`src/rtl/lieat_axi_rd_arbiter.sv`:
```
// rtl/lieat_axi_rd_arbiter.sv - N-master to 1-slave AXI read-channel (AR/R) arbiter
//
// Serialises single-beat reads from N masters onto one slave port with
// round-robin fairness and a single outstanding transaction. R responses
// are routed back to the master that won the address phase, and the
// returned RID is compared against the ID that was issued.
//
// Ports:
//   clock, reset        clock; asynchronous active-low reset
//   m_arvalid/m_arready per-master AR handshake (at most one ready bit set)
//   m_araddr/arsize/arid packed per-master AR fields, master i at slot i
//   m_rvalid/m_rready   per-master R handshake (at most one valid bit set)
//   m_rdata/m_rid       R payload broadcast to all masters
//   s_ar*               registered AR request towards the slave
//   s_r*                R response from the slave
//   rid_err             pulse during an R handshake whose RID mismatches

module lieat_axi_rd_arbiter #(
    parameter int N  = 2,
    parameter int AW = 32,
    parameter int DW = 64
) (
    input  logic              clock,
    input  logic              reset,
    input  logic [N-1:0]      m_arvalid,
    output logic [N-1:0]      m_arready,
    input  logic [N*AW-1:0]   m_araddr,
    input  logic [N*3-1:0]    m_arsize,
    input  logic [N*4-1:0]    m_arid,
    output logic [N-1:0]      m_rvalid,
    input  logic [N-1:0]      m_rready,
    output logic [DW-1:0]     m_rdata,
    output logic [3:0]        m_rid,
    output logic              s_arvalid,
    input  logic              s_arready,
    output logic [AW-1:0]     s_araddr,
    output logic [2:0]        s_arsize,
    output logic [3:0]        s_arid,
    input  logic              s_rvalid,
    output logic              s_rready,
    input  logic [DW-1:0]     s_rdata,
    input  logic [3:0]        s_rid,
    output logic              rid_err
);

    localparam int PW = (N > 1) ? $clog2(N) : 1;

    typedef enum logic [1:0] {
        IDLE = 2'd0,
        ADDR = 2'd1,
        RESP = 2'd2
    } state_t;

    state_t          state;
    state_t          state_nxt;
    logic [PW-1:0]   ptr;
    logic [PW-1:0]   grant;
    logic [PW-1:0]   pick;
    logic            pick_vld;
    logic            r_hs;

    // Round-robin search starting at ptr. The loop runs from the farthest
    // offset down to offset 0 so the nearest requester is the last writer.
    always_comb begin
        int idx;
        idx      = 0;
        pick     = '0;
        pick_vld = 1'b0;
        for (int i = N - 1; i >= 0; i--) begin
            idx = int'(ptr) + i;
            if (idx >= N) begin
                idx = idx - N;
            end
            if (m_arvalid[idx]) begin
                pick     = PW'(idx);
                pick_vld = 1'b1;
            end
        end
    end

    assign r_hs    = (state == RESP) && s_rvalid && m_rready[grant];
    assign m_rdata = s_rdata;
    assign m_rid   = s_rid;

    always_comb begin
        state_nxt = state;
        m_arready = '0;
        m_rvalid  = '0;
        s_arvalid = 1'b0;
        s_rready  = 1'b0;
        rid_err   = 1'b0;
        case (state)
            IDLE: begin
                // Ready is combinational from arvalid, but must stay low
                // while reset is held.
                if (pick_vld && reset) begin
                    m_arready[pick] = 1'b1;
                    state_nxt       = ADDR;
                end
            end
            ADDR: begin
                s_arvalid = 1'b1;
                if (s_arready) begin
                    state_nxt = RESP;
                end
            end
            RESP: begin
                m_rvalid[grant] = s_rvalid;
                s_rready        = m_rready[grant];
                if (r_hs) begin
                    state_nxt = IDLE;
                    // s_arid still holds the ID that was issued.
                    rid_err   = (s_rid != s_arid);
                end
            end
            default: begin
                state_nxt = IDLE;
            end
        endcase
    end

    always_ff @(posedge clock or negedge reset) begin
        if (!reset) begin
            state    <= IDLE;
            ptr      <= '0;
            grant    <= '0;
            s_araddr <= '0;
            s_arsize <= '0;
            s_arid   <= '0;
        end else begin
            state <= state_nxt;
            if ((state == IDLE) && pick_vld) begin
                grant    <= pick;
                s_araddr <= m_araddr[int'(pick) * AW +: AW];
                s_arsize <= m_arsize[int'(pick) * 3 +: 3];
                s_arid   <= m_arid[int'(pick) * 4 +: 4];
            end
            // Priority rotates past the master just served.
            if (r_hs) begin
                ptr <= (grant == PW'(N - 1)) ? '0 : grant + PW'(1);
            end
        end
    end

endmodule

```
`config.mk`:
```
export PLATFORM = sky130hd
export DESIGN_NAME = lieat_axi_rd_arbiter
export DESIGN_NICKNAME = d
export VERILOG_FILES = /design/src/rtl/lieat_axi_rd_arbiter.sv
export SDC_FILE = /design/constraint.sdc
export NUM_CORES = 1
export LEC_CHECK = 0
export ABC_AREA = 1
export BUFFER_PORTS_ARGS = -buffer_cell sky130_fd_sc_hd__buf_2
export CAP_MARGIN = 20
export CORE_AREA = 2 2 105 107
export CTS_CLUSTER_DIAMETER = 60
export CTS_CLUSTER_SIZE = 8
export DETAILED_ROUTE_END_ITERATION = 10
export DIE_AREA = 0 0 107 109
export GPL_TIMING_DRIVEN = 1
export PLACE_DENSITY = 0.69
export SLEW_MARGIN = 10
export SYNTH_ARGS = -nofsm -noshare
export SYNTH_HDL_FRONTEND = slang
export SYNTH_SLANG_ARGS = --single-unit
```
`constraint.sdc`:
```
create_clock -name clock -period 1.3 [get_ports clock]
set_input_delay 0.13 -clock clock [delete_from_list [all_inputs] [get_ports clock]]
set_output_delay 0.13 -clock clock [all_outputs]
set_load 0.05 [all_outputs]
```
==> metrics.log, run 1 <==
[metrics] summed instance area of the synthesized netlist: 2900 sq um
[metrics] First-pass DRT Iterations: 4
[metrics] total of max-cap violations: 0
[metrics] final count of pins violating max slew: 0
[metrics] overall die width: 107 microns
[metrics] GRT Residual Overflow: 0
[metrics] clock group share of total power: 10.0%
[metrics] Clock Sink Count: 43
[metrics] run status: complete, but fails checks
[metrics] violated checks: negative setup slack
[metrics] #FFs+latches synth: 43
[metrics] core footprint: 10,600 sq um
[metrics] Cell Count, Final, Fillers Out: 656
[metrics] Cells after DPL: 635
[metrics] routed wire length on met2: 4.36 mm
[metrics] gate count after technology mapping: 424
[metrics] Die Outline Area: 11,700 sq um
[metrics] TritonCTS Buffers: 5
[metrics] overall power after layout: 0.00958 W
[metrics] area overhead of the layout relative to synthesis: 32.7%
[metrics] deepest level of the CTS H-tree: 2
[metrics] clock tree from TritonCTS: built
[metrics] Worst Slack Setup Final: -0.179 ns
[metrics] combinational family with the most area after synthesis: simple AND/OR/NAND/NOR gates
[metrics] wire length reported by the detailed router: 8.97 mm
[metrics] Static Leak: 2.27 nW
[metrics] commonest cells after routing, fill and taps aside: 215 x nand2_1, 132 x buf_2, 39 x nand3_1, 39 x dfrtp_1, 18 x buf_4
[metrics] Worst-path clk slew: 0.09 ns
[metrics] wire length on met1: 3.80 mm
[metrics] mean instance size in the synthesized netlist: 6.83 sq um
[metrics] syn_nets: 578
[metrics] placement-stage cell area: 3400 sq um
[metrics] sequential cell area fraction in the yosys report: 37.2%
[metrics] adder-cell share of the synthesized area: 0%
[metrics] Chip Height: 109 microns
[metrics] Highest Signal Layer: met4
[metrics] Critical Path End Type: output pin
[metrics] Final min period: 1.48 ns
[metrics] Flop pwr share: 24.6%
[metrics] final-report setup violation count: 47
[metrics] ant diodes: 0
[metrics] insertion delay of the later-clocked pin in the worst-skew pair: 0.29 ns
[metrics] final worst path period share: 114%
[metrics] top cell type's share of synthesized area: 37.2%
[metrics] critical-path maximum fanout: 2
[metrics] I/O Pins: 268
[metrics] RSZ-0062 raised after global routing: true
[metrics] filler cell count: 1,166
[metrics] post-synthesis xor/xnor area fraction: 0%
[metrics] wire length of the first global-routing pass: 12.3 mm
[metrics] fraction of layout cells with a size suffix above 1: 39.7%
[metrics] pin count of the biggest net entering global routing: 44
[metrics] routed length on met3: 573 microns
[metrics] WL per Instance: 13.7 microns
[metrics] post-synthesis cell type with the largest combined area: dfrtp_1
[metrics] hold violation count in the final report: 0
[metrics] post-layout net count: 669
[metrics] Yosys warning count: 0
[metrics] gr usage total: 13.6%
[metrics] vias in the first global route: 2,493
[metrics] Cell Int Power: 0.00450 W
[metrics] Post-Layout Inst Area: 3840 sq um
[metrics] antenna violations before repair: 0
[metrics] fmax: 676 MHz
[metrics] library cell used as clock root buffer: clkbuf_8
[metrics] Longest Clk Path Bufs: 2
[metrics] maximum VDD drop: 0.942 mV
[metrics] multiplexer area fraction after synthesis: 0%
[metrics] NetSw: 0.00508 W
[metrics] final sum of negative setup slack: -5.22 ns
[metrics] leading cell types by total area after synthesis: dfrtp_1 37%, nand2_1 29%, buf_4 19%
[metrics] count of buffers inserted at the top-level ports: 139
[metrics] worst clock skew: 0.00576 ns
[metrics] number of vias in the routed layout: 2,785
[metrics] commonest non-fill, non-tap cell in the layout: nand2_1
[metrics] half-perimeter wire length after placement: 6.02 mm
[metrics] fraction of the mapped netlist area in simple logic gates: 37.3%
[metrics] GP Congestion: 0.749
[metrics] post-DR vias/cell: 4.25
[metrics] transition at the pin with the smallest max-transition slack: 0.572 ns
[metrics] violation count after the first detailed-route iteration: 82
[metrics] Critical Path Source Type: flip-flop
[metrics] number of routed nets with antenna violations: 0
[metrics] pwr/cell area: 2490 nW/um^2
[metrics] compound-cell area share of the yosys netlist: 1.08%
[metrics] class of the tightest hold or removal check: input pin to flip-flop
[metrics] Slew HR: 61.9%
[metrics] final routed DRC violation total: 0
[metrics] number of core rows: 38
[metrics] data required time of the worst path: 1.17 ns
[metrics] crit path DAT: 1.35 ns
[metrics] starting utilization of the core area: 27.3%
[metrics] Comb pwr share: 65.4%
[metrics] Sw Share: 53.0%
[metrics] library cells used by synthesis: 16
[metrics] critical path class: flip-flop to output pin
worst max-delay path, stage by stage, from the launching register on:
cell     delay (ns)
dfrtp_1        0.39
buf_6          0.12
nor2_4         0.13
o21ai_4        0.09
nor3_4         0.16
buf_12         0.16
metrics by stage:
step / worst slack (ns) / utilization, % / hold slack [ns]
2_1_floorplan: -0.295 / - / -0.166
3_5_place_dp: 0.0263 / 32.0 / 0.260
4_1_cts: -0.201 / 34.1 / -0.0315
5_1_grt: -0.254 / 36.2 / 0.0781
3_3_place_gp: 0.0318 / 32.0 / 0.260
6_report: -0.179 / 36.2 / 0.0673
flip-flops by register name, summed over array words and instances (netlist names):
register / cells
ptr: 1
s_araddr: 32
state: 2
grant: 1
s_arsize: 3
s_arid: 4
cell type report:
cell class / count / area, sq um / share of cell area, %
clock buffer: 8 / 100 / 2.61
inverter: 17 / 82.6 / 2.15
multi-input combinational: 275 / 1210 / 31.4
sequential: 43 / 1080 / 28.1
tap: 140 / 175 / 4.56
timing repair buffer: 173 / 1200 / 31.1
kinds of logic after synthesis:
| family | after synthesis |
|---|---|
| and+or+nand+nor | 271 |
| DFF | 43 |
| buffers and inverters | 106 |
| AOI/OAI and AO/OA | 4 |
final timing paths:
kind / slack (ns) / cells after the start / start / to
max: -0.18 / 5 / state[0] / m_arready[0]
min: 0.07 / 3 / s_arready / state[1]
max reg2reg: -0.13 / 8 / state[0] / grant
min reg2reg: 0.48 / 2 / s_araddr[21] / s_araddr[21]
max in group asynchronous: 0.38 / 3 / reset / s_arid[2]
min in group asynchronous: 0.50 / 3 / reset / s_araddr[1]
Yosys cell counts (all sizes together):
cell / n
nand2: 223
buf: 89
dfrtp: 43
nand3: 40
inv: 17
nor2: 5
nor3: 3
o21ai: 3
a21oi: 1
routing by layer:
metal / global-route usage, % / up-vias
met3: 3.47 / 30
met5: 0 / -
met2: 23.5 / 122
met4: 6.31 / 0
li1: - / 1401
met1: 15.8 / 1232
power by group through the flow:
| stage | registers, W | clock network, W | logic [W] |
|---|---|---|---|
| after CTS | 0.00235 | 0.00101 | 0.00554 |
| after global routing | 0.00244 | 0.00107 | 0.00672 |
| after floorplan | 0.00437 | 0 | 0.00231 |
| after detailed placement | 0.00235 | 0 | 0.00531 |
| final | 0.00236 | 0.000958 | 0.00626 |
| after global placement | 0.00237 | 0 | 0.00523 |
repair_timing:
action / CTS / global route
gates cloned: 0 / 7
endpoints found under the setup margin: 7 / 48
endpoints found under the hold margin: 43 / 19
gates resized for setup: 25 / 21
pin swaps: 7 / 2
setup buffers: 4 / 1
(Power assumes the default switching activity.)
==> run 2, diff against run 1 <==
BUFFER_PORTS_ARGS = -buffer_cell sky130_fd_sc_hd__clkbuf_2   (was -buffer_cell sky130_fd_sc_hd__buf_2)
==> run 2 against run 1 <==
Net effect:
- largest cell class unchanged
- combinational power down 5.8%
- clock power about the same
- critical path type unchanged
- cell area down 1.8%
- the flow still finishes with violations (negative setup slack)
==> metrics.log, run 2 (synthesized netlist as in run 1, its figures left out) <==
[metrics] post-layout net count: 663 (-0.90%)
[metrics] insertion delay of the later-clocked pin in the worst-skew pair: 0.29 ns (about the same)
[metrics] post-DR vias/cell: 4.23 (-0.31%)
[metrics] critical-path maximum fanout: 2 (unchanged)
[metrics] max FFs per register: 32 (unchanged)
[metrics] Worst Slack Setup Final: -0.191 ns (-0.0118 ns)
[metrics] filler cell count: 1,169 (+0.26%)
[metrics] violation count after the first detailed-route iteration: 131 (+60%)
[metrics] total of max-cap violations: 0 (unchanged)
[metrics] class of the tightest hold or removal check: input pin to flip-flop
[metrics] RSZ-0062 raised after global routing: true
[metrics] starting utilization of the core area: 27.3% (unchanged)
[metrics] Slew HR: 61.3% (-0.52 points)
[metrics] final-report setup violation count: 46 (-2.1%)
[metrics] ant diodes: 0 (unchanged)
[metrics] Critical Path Source Type: flip-flop
[metrics] Static Leak: 2.24 nW (-1.4%)
[metrics] final count of pins violating max slew: 0 (unchanged)
[metrics] worst clock skew: 0.00822 ns (+0.00246 ns)
[metrics] data required time of the worst path: 1.17 ns (about the same)
[metrics] deepest level of the CTS H-tree: 2 (unchanged)
[metrics] wire length reported by the detailed router: 8.57 mm (-4.4%)
[metrics] gr usage total: 13.9% (+0.32 points)
[metrics] TritonCTS Buffers: 5 (unchanged)
[metrics] number of vias in the routed layout: 2,751 (-1.2%)
[metrics] critical path class: flip-flop to output pin
[metrics] I/O Pins: 268 (unchanged)
[metrics] antenna violations before repair: 0 (unchanged)
[metrics] overall die width: 107 microns (unchanged)
[metrics] pwr/cell area: 2450 nW/um^2 (-1.5%)
[metrics] Reg area: 1080 sq um (+0.12%)
[metrics] GRT Residual Overflow: 0 (unchanged)
[metrics] Chip Height: 109 microns (unchanged)
[metrics] area of combinational cells with multiple inputs: 1210 sq um (+0.62%)
[metrics] vias in the first global route: 2,627 (+5.4%)
[metrics] violated checks: negative setup slack
[metrics] Critical Path End Type: output pin
[metrics] count of buffers inserted at the top-level ports: 139 (unchanged)
[metrics] First-pass DRT Iterations: 4 (unchanged)
[metrics] pin count of the biggest net entering global routing: 44 (unchanged)
[metrics] Place WS: 0.00430 ns (-0.0220 ns)
[metrics] GP Congestion: 0.712 (-5.0%)
[metrics] area overhead of the layout relative to synthesis: 30.3%
[metrics] Worst-path clk slew: 0.09 ns (about the same)
[metrics] Final min period: 1.49 ns (+0.0118 ns)
[metrics] final worst path period share: 115% (+0.91 points)
[metrics] Die Outline Area: 11,700 sq um (unchanged)
[metrics] commonest non-fill, non-tap cell in the layout: nand2_1
[metrics] number of core rows: 38 (unchanged)
[metrics] fraction of layout cells with a size suffix above 1: 39.0% (-0.71 points)
[metrics] maximum VDD drop: 1.06 mV (+13%)
[metrics] transition at the pin with the smallest max-transition slack: 0.580 ns (+0.00773 ns)
[metrics] half-perimeter wire length after placement: 6.11 mm (+1.6%)
[metrics] register with the highest flop count: s_araddr
[metrics] library cell used as clock root buffer: clkbuf_8
[metrics] final sum of negative setup slack: -1.84 ns (+3.38 ns)
[metrics] run status: complete, but fails checks
[metrics] commonest cells after routing, fill and taps aside: 218 x nand2_1, 132 x clkbuf_2, 39 x nand3_1
[metrics] hold violation count in the final report: 0 (unchanged)
[metrics] clock tree from TritonCTS: built
[metrics] Longest Clk Path Bufs: 2 (unchanged)
[metrics] Clock Sink Count: 43 (unchanged)
[metrics] WL per Instance: 13.2 microns (-3.5%)
[metrics] core footprint: 10,600 sq um (unchanged)
[metrics] Top Registers: s_araddr: 32 flops, s_arid: 4 flops, s_arsize: 3 flops
[metrics] fmax: 671 MHz (-0.79%)
[metrics] number of routed nets with antenna violations: 0 (unchanged)
[metrics] end-of-flow core utilization: 35.6% (-0.66 points)
[metrics] final routed DRC violation total: 0 (unchanged)
[metrics] wire length of the first global-routing pass: 12.6 mm (+2.7%)
[metrics] crit path DAT: 1.36 ns (about the same)
## run 2: cell types whose count changed in the layout (fill, tap and decap cells not counted), sizes merged
| cell | previous run | this run |
|---|---|---|
| inv | 17 | 16 |
| buf | 167 | 30 |
| clkinv | 0 | 1 |
| clkbuf | 13 | 144 |
## run 2: routing by layer
layer | wire, microns | global-route usage [%] | vias to the layer above
met5 | 0 | 0 | -
met1 | 3530 | 15.9 | 1197
li1 | - | - | 1390
met4 | 295 | 7.05 | 0
met2 | 4120 | 24.2 | 131
met3 | 617 | 3.47 | 33
## run 2: metrics by stage
step	instance area [sq um]	std cells	hold WS [ns]	power (W)
after floorplan	2950	424	-0.166	0.00668
after global placement	3400	634	0.260	0.00763
after detailed placement	3400	634	0.260	0.00768
after CTS	3650	647	0.0509	0.00894
after global routing	3770	650	0.0583	0.00990
final	3770	650	0.0606	0.00926
## run 2: timing repair
action / in CTS / in global routing
hold buffers: 1 / 0
gates cloned: 0 / 3
gates resized for setup: 25 / 21
endpoints found under the setup margin: 7 / 48
buffers inserted: 4 / 1
pin swaps: 5 / 1
hold endpoints to repair: 43 / 0
## run 2: cell type report
cell class              instances  share of cell area [%]
clock buffers                   8                    2.65
inverters                      17                    2.09
multi-input cells             275                    32.2
repair buffers                167                    29.7
well taps                     140                    4.64
flip-flops and latches         43                    28.7
## run 2: critical path: stages, from the launching register on
cell and delay [ns]:
dfrtp_1 0.40, buf_6 0.12, nor2_4 0.14, o21ai_4 0.08, nor3_4 0.15, buf_12 0.16
## run 2: path summary, 6_finish.rpt
| kind | from | end | slack [ns] | cells past startpoint |
|---|---|---|---|---|
| worst max-delay path | state[0] | m_arready[0] | -0.19 | 5 |
| worst min register to register | s_arsize[0] | s_arsize[0] | 0.48 | 2 |
| min in group asynchronous | reset | s_araddr[7] | 0.50 | 3 |
| worst min-delay path | s_arready | state[1] | 0.06 | 3 |
| max in group asynchronous | reset | s_arid[2] | 0.37 | 3 |
| worst max register to register | state[0] | s_araddr[1] | -0.05 | 8 |
## run 2: where the power goes
| part | switching, W | leakage (nW) | internal (W) |
|---|---|---|---|
| Combinational | 0.00411 | 1.66 | 0.00180 |
| Clock | 0.000475 | 0.0515 | 0.000486 |
| Sequential | 0.000412 | 0.528 | 0.00199 |
| Total | 0.00499 | 2.24 | 0.00427 |
==> run 3, diff against run 2 <==
ABC_AREA = unset   (was 1)
CORE_AREA = 2 2 103 105   (was 2 2 105 107)
CTS_BUF_LIST = sky130_fd_sc_hd__clkbuf_2 sky130_fd_sc_hd__clkbuf_4 sky130_fd_sc_hd__clkbuf_8   (was unset)
DIE_AREA = 0 0 105 107   (was 0 0 107 109)
PLACE_DENSITY = 0.72   (was 0.69)
==> run 3 against run 2 <==
Net effect:
- clock power is 7.5% lower
- the flow still finishes with violations (negative setup slack)
- critical path type unchanged
- combinational power is 33% higher
- routed wire length is 43% higher
==> metrics.log, run 3 <==
[metrics] run status: complete, but fails checks
[metrics] violated checks: negative setup slack
[metrics] end-of-flow core utilization: 43.7% (+8.1 points)
[metrics] GRT Residual Overflow: 0 (unchanged)
[metrics] transition at the pin with the smallest max-transition slack: 0.560 ns (-0.0200 ns)
[metrics] overall die width: 105 microns (-1.9%)
[metrics] Yosys warning count: 0 (unchanged)
[metrics] area overhead of the layout relative to synthesis: 46.1%
[metrics] crit path DAT: 1.56 ns (+0.20 ns)
[metrics] leading cell types by total area after synthesis: dfrtp_1 36%, buf_4 17%, a31oi_2 16%
[metrics] commonest non-fill, non-tap cell in the layout: clkbuf_2
[metrics] Static Leak: 1.83 nW (-18%)
[metrics] gr usage total: 19.5% (+5.6 points)
[metrics] gate count after technology mapping: 330 (-22%)
[metrics] critical path class: flip-flop to output pin
[metrics] number of core rows: 37 (-2.6%)
[metrics] GP Congestion: 0.799 (+12%)
[metrics] count of buffers inserted at the top-level ports: 139 (unchanged)
[metrics] clock tree from TritonCTS: built
[metrics] count of flip-flops with a built-in enable after synthesis: 0 (unchanged)
[metrics] ant diodes: 0 (unchanged)
[metrics] Critical Path Slowest Stage Cell: dfrtp_2
[metrics] commonest cells after routing, fill and taps aside: 131 x clkbuf_2, 39 x nand3_1, 39 x a21oi_1, 39 x a31oi_2, 39 x dfrtp_1
[metrics] max FFs per register: 32 (unchanged)
[metrics] pwr/cell area: 2530 nW/um^2 (+3.1%)
[metrics] maximum VDD drop: 1.01 mV (-5.0%)
[metrics] wire length reported by the detailed router: 12.2 mm (+43%)
[metrics] Top Registers: s_araddr: 32 flops, s_arid: 4 flops, s_arsize: 3 flops
[metrics] WL per Instance: 21.8 microns (+65%)
[metrics] data required time of the worst path: 1.17 ns (about the same)
[metrics] hold violation count in the final report: 0 (unchanged)
[metrics] number of routed nets with antenna violations: 0 (unchanged)
[metrics] number of vias in the routed layout: 2,863 (+4.1%)
[metrics] sequential cell area fraction in the yosys report: 35.6% (-1.5 points)
[metrics] critical-path maximum fanout: 3 (+1)
[metrics] Post-Layout Inst Area: 4410 sq um (+17%)
[metrics] insertion delay of the later-clocked pin in the worst-skew pair: 0.30 ns (about the same)
[metrics] Longest Clk Path Bufs: 2 (unchanged)
[metrics] register with the highest flop count: s_araddr
[metrics] largest stage delay on the critical path: 0.44 ns (+0.04 ns)
[metrics] most repeated cell in the gate-level netlist after synthesis: buf_4
[metrics] mean instance size in the synthesized netlist: 9.15 sq um (+34%)
[metrics] fraction of layout cells with a size suffix above 1: 68.8% (+30 points)
[metrics] share of async-settable or async-resettable flops after synthesis: 100% (unchanged)
[metrics] final routed DRC violation total: 0 (unchanged)
[metrics] Crit path max-delay family: flip-flops
[metrics] Final min period: 1.69 ns (+0.196 ns)
[metrics] pin count of the biggest net entering global routing: 32 (-27%)
[metrics] core footprint: 10,100 sq um (-4.8%)
[metrics] post-layout net count: 580 (-13%)
[metrics] Clock Sink Count: 43 (unchanged)
[metrics] starting utilization of the core area: 29.9% (+2.6 points)
[metrics] half-perimeter wire length after placement: 8.05 mm (+32%)
[metrics] Place WS: -0.219 ns (-0.224 ns)
[metrics] Worst Slack Setup Final: -0.386 ns (-0.196 ns)
[metrics] leading cell types by count after synthesis: 68 x buf_4, 43 x dfrtp_1, 40 x a21oi_1, 40 x nand3_1
[metrics] wire length of the first global-routing pass: 16.6 mm (+31%)
[metrics] library cells used by synthesis: 27 (+11)
[metrics] Top FF cell, synth: dfrtp_1
[metrics] RSZ-0062 raised after global routing: true
[metrics] final worst path period share: 130% (+15 points)
[metrics] I/O Pins: 268 (unchanged)
[metrics] final count of pins violating max slew: 0 (unchanged)
[metrics] #FFs+latches synth: 43 (unchanged)
[metrics] antenna violations before repair: 0 (unchanged)
[metrics] summed instance area of the synthesized netlist: 3020 sq um (+4.3%)
[metrics] Worst-path clk slew: 0.08 ns (about the same)
[metrics] placement-stage cell area: 3490 sq um (+2.6%)
[metrics] post-synthesis cell type with the largest combined area: dfrtp_1
[metrics] post-DR vias/cell: 5.09 (+20%)
[metrics] First-pass DRT Iterations: 5 (+1)
[metrics] TritonCTS Buffers: 5 (unchanged)
[metrics] violation count after the first detailed-route iteration: 148 (+13%)
[metrics] sum of buffers and inverters on the critical path: 2 (unchanged)
[metrics] final sum of negative setup slack: -4.44 ns (-2.61 ns)
[metrics] Critical Path End Type: output pin
[metrics] fmax: 593 MHz (-12%)
[metrics] Die Outline Area: 11,200 sq um (-3.7%)
[metrics] syn_nets: 484 (-16%)
[metrics] final-report setup violation count: 46 (unchanged)
[metrics] Critical Path Source Type: flip-flop
[metrics] worst clock skew: 0.00472 ns (-0.00350 ns)
[metrics] crit path cell chain: xor2_2, nor4_2, buf_4, nor3_4, buf_8
[metrics] library cell used as clock root buffer: clkbuf_8
[metrics] Slew HR: 62.7% (+1.3 points)
[metrics] top cell type's share of synthesized area: 35.6% (-1.5 points)
[metrics] Chip Height: 107 microns (-1.8%)
[metrics] vias in the first global route: 2,793 (+6.3%)
[metrics] deepest level of the CTS H-tree: 2 (unchanged)
[metrics] class of the tightest hold or removal check: input pin to flip-flop
[metrics] total of max-cap violations: 0 (unchanged)
## run 3: cell types whose count changed in the layout (fill, tap and decap cells not counted), moves of 4 or more
| cell | before | now |
|---|---|---|
| buf_6 | 3 | 7 |
| nand2_1 | 218 | 0 |
| a21oi_1 | 0 | 39 |
| o21ai_2 | 0 | 14 |
| and2_4 | 0 | 4 |
| a31oi_2 | 0 | 39 |
| buf_4 | 15 | 26 |
| o21ai_4 | 1 | 26 |
| inv_1 | 12 | 4 |
## run 3: cell type report
cell class / instances / area, sq um
Fill cell: 970 / 5680
Multi-Input combinational cell: 188 / 1730
Timing Repair Buffer: 184 / 1330
Sequential cell: 43 / 1080
Tap cell: 136 / 170
Clock buffer: 6 / 82.6
Inverter: 4 / 15.0
Clock inverter: 1 / 5.00
## run 3: layer usage
| layer | global-route usage, % | vias up | share of wire [%] |
|---|---|---|---|
| li1 | - | 1315 | - |
| met1 | 22.4 | 1375 | 38 |
| met2 | 36.1 | 161 | 53 |
| met3 | 4.62 | 12 | 7.5 |
| met4 | 4.76 | 0 | 1.2 |
| met5 | 0 | - | 0 |
## run 3: cell families (layout without fill, tap and decap cells)
family	after synthesis	count (layout)	synth area share [%]
buffers and inverters	102	195	22.6
AOI/OAI and AO/OA	123	123	30.7
xor gates and xnor gates	4	4	1.16
DFF	43	43	35.6
muxes	1	1	0.331
and+or+nand+nor	57	60	9.57
## run 3: path summary, 6_finish.rpt
| check | startpoint | end | slack [ns] | cells past startpoint |
|---|---|---|---|---|
| worst min-delay path | s_arready | state[0] | 0.04 | 2 |
| worst max-delay path | s_arid[3] | rid_err | -0.39 | 5 |
| max in group asynchronous | reset | s_arid[3] | 0.40 | 3 |
| worst max register to register | ptr | s_arid[0] | -0.11 | 6 |
| worst min register to register | s_arsize[2] | s_arsize[2] | 0.56 | 2 |
| min in group asynchronous | reset | ptr | 0.48 | 3 |
## run 3: per-stage QoR
stage                     hold slack [ns]  std cells  power [W]
after floorplan                    -0.166        330    0.00764
after global placement              0.152        533    0.00858
after detailed placement            0.172        533    0.00875
after CTS                          0.0290        553     0.0105
after global routing               0.0241        562     0.0117
final                              0.0366        562     0.0112
## run 3: worst register-to-register path, cell delays in order, from the launching register on
cell and delay [ns]:
dfrtp_1 0.42, nor2b_2 0.17, buf_4 0.14, buf_12 0.16
clkbuf_16 0.18, o21ai_2 0.06, a31oi_2 0.20
## run 3: power breakdown
part	leakage (nW)	switching [W]	internal, W	total [W]
Combinational	1.30	0.00512	0.00270	0.00782
Clock	0.0470	0.000471	0.000418	0.000889
Sequential	0.485	0.000432	0.00203	0.00246
Total	1.83	0.00602	0.00514	0.0112
## run 3: what timing repair did
action / CTS / global route
resized for setup: 70 / 92
hold buffers: 1 / 0
buffers inserted: 8 / 6
endpoints found under the hold margin: 43 / 0
cloned: 5 / 4
pin swaps: 9 / 46
setup endpoints to repair: 47 / 47
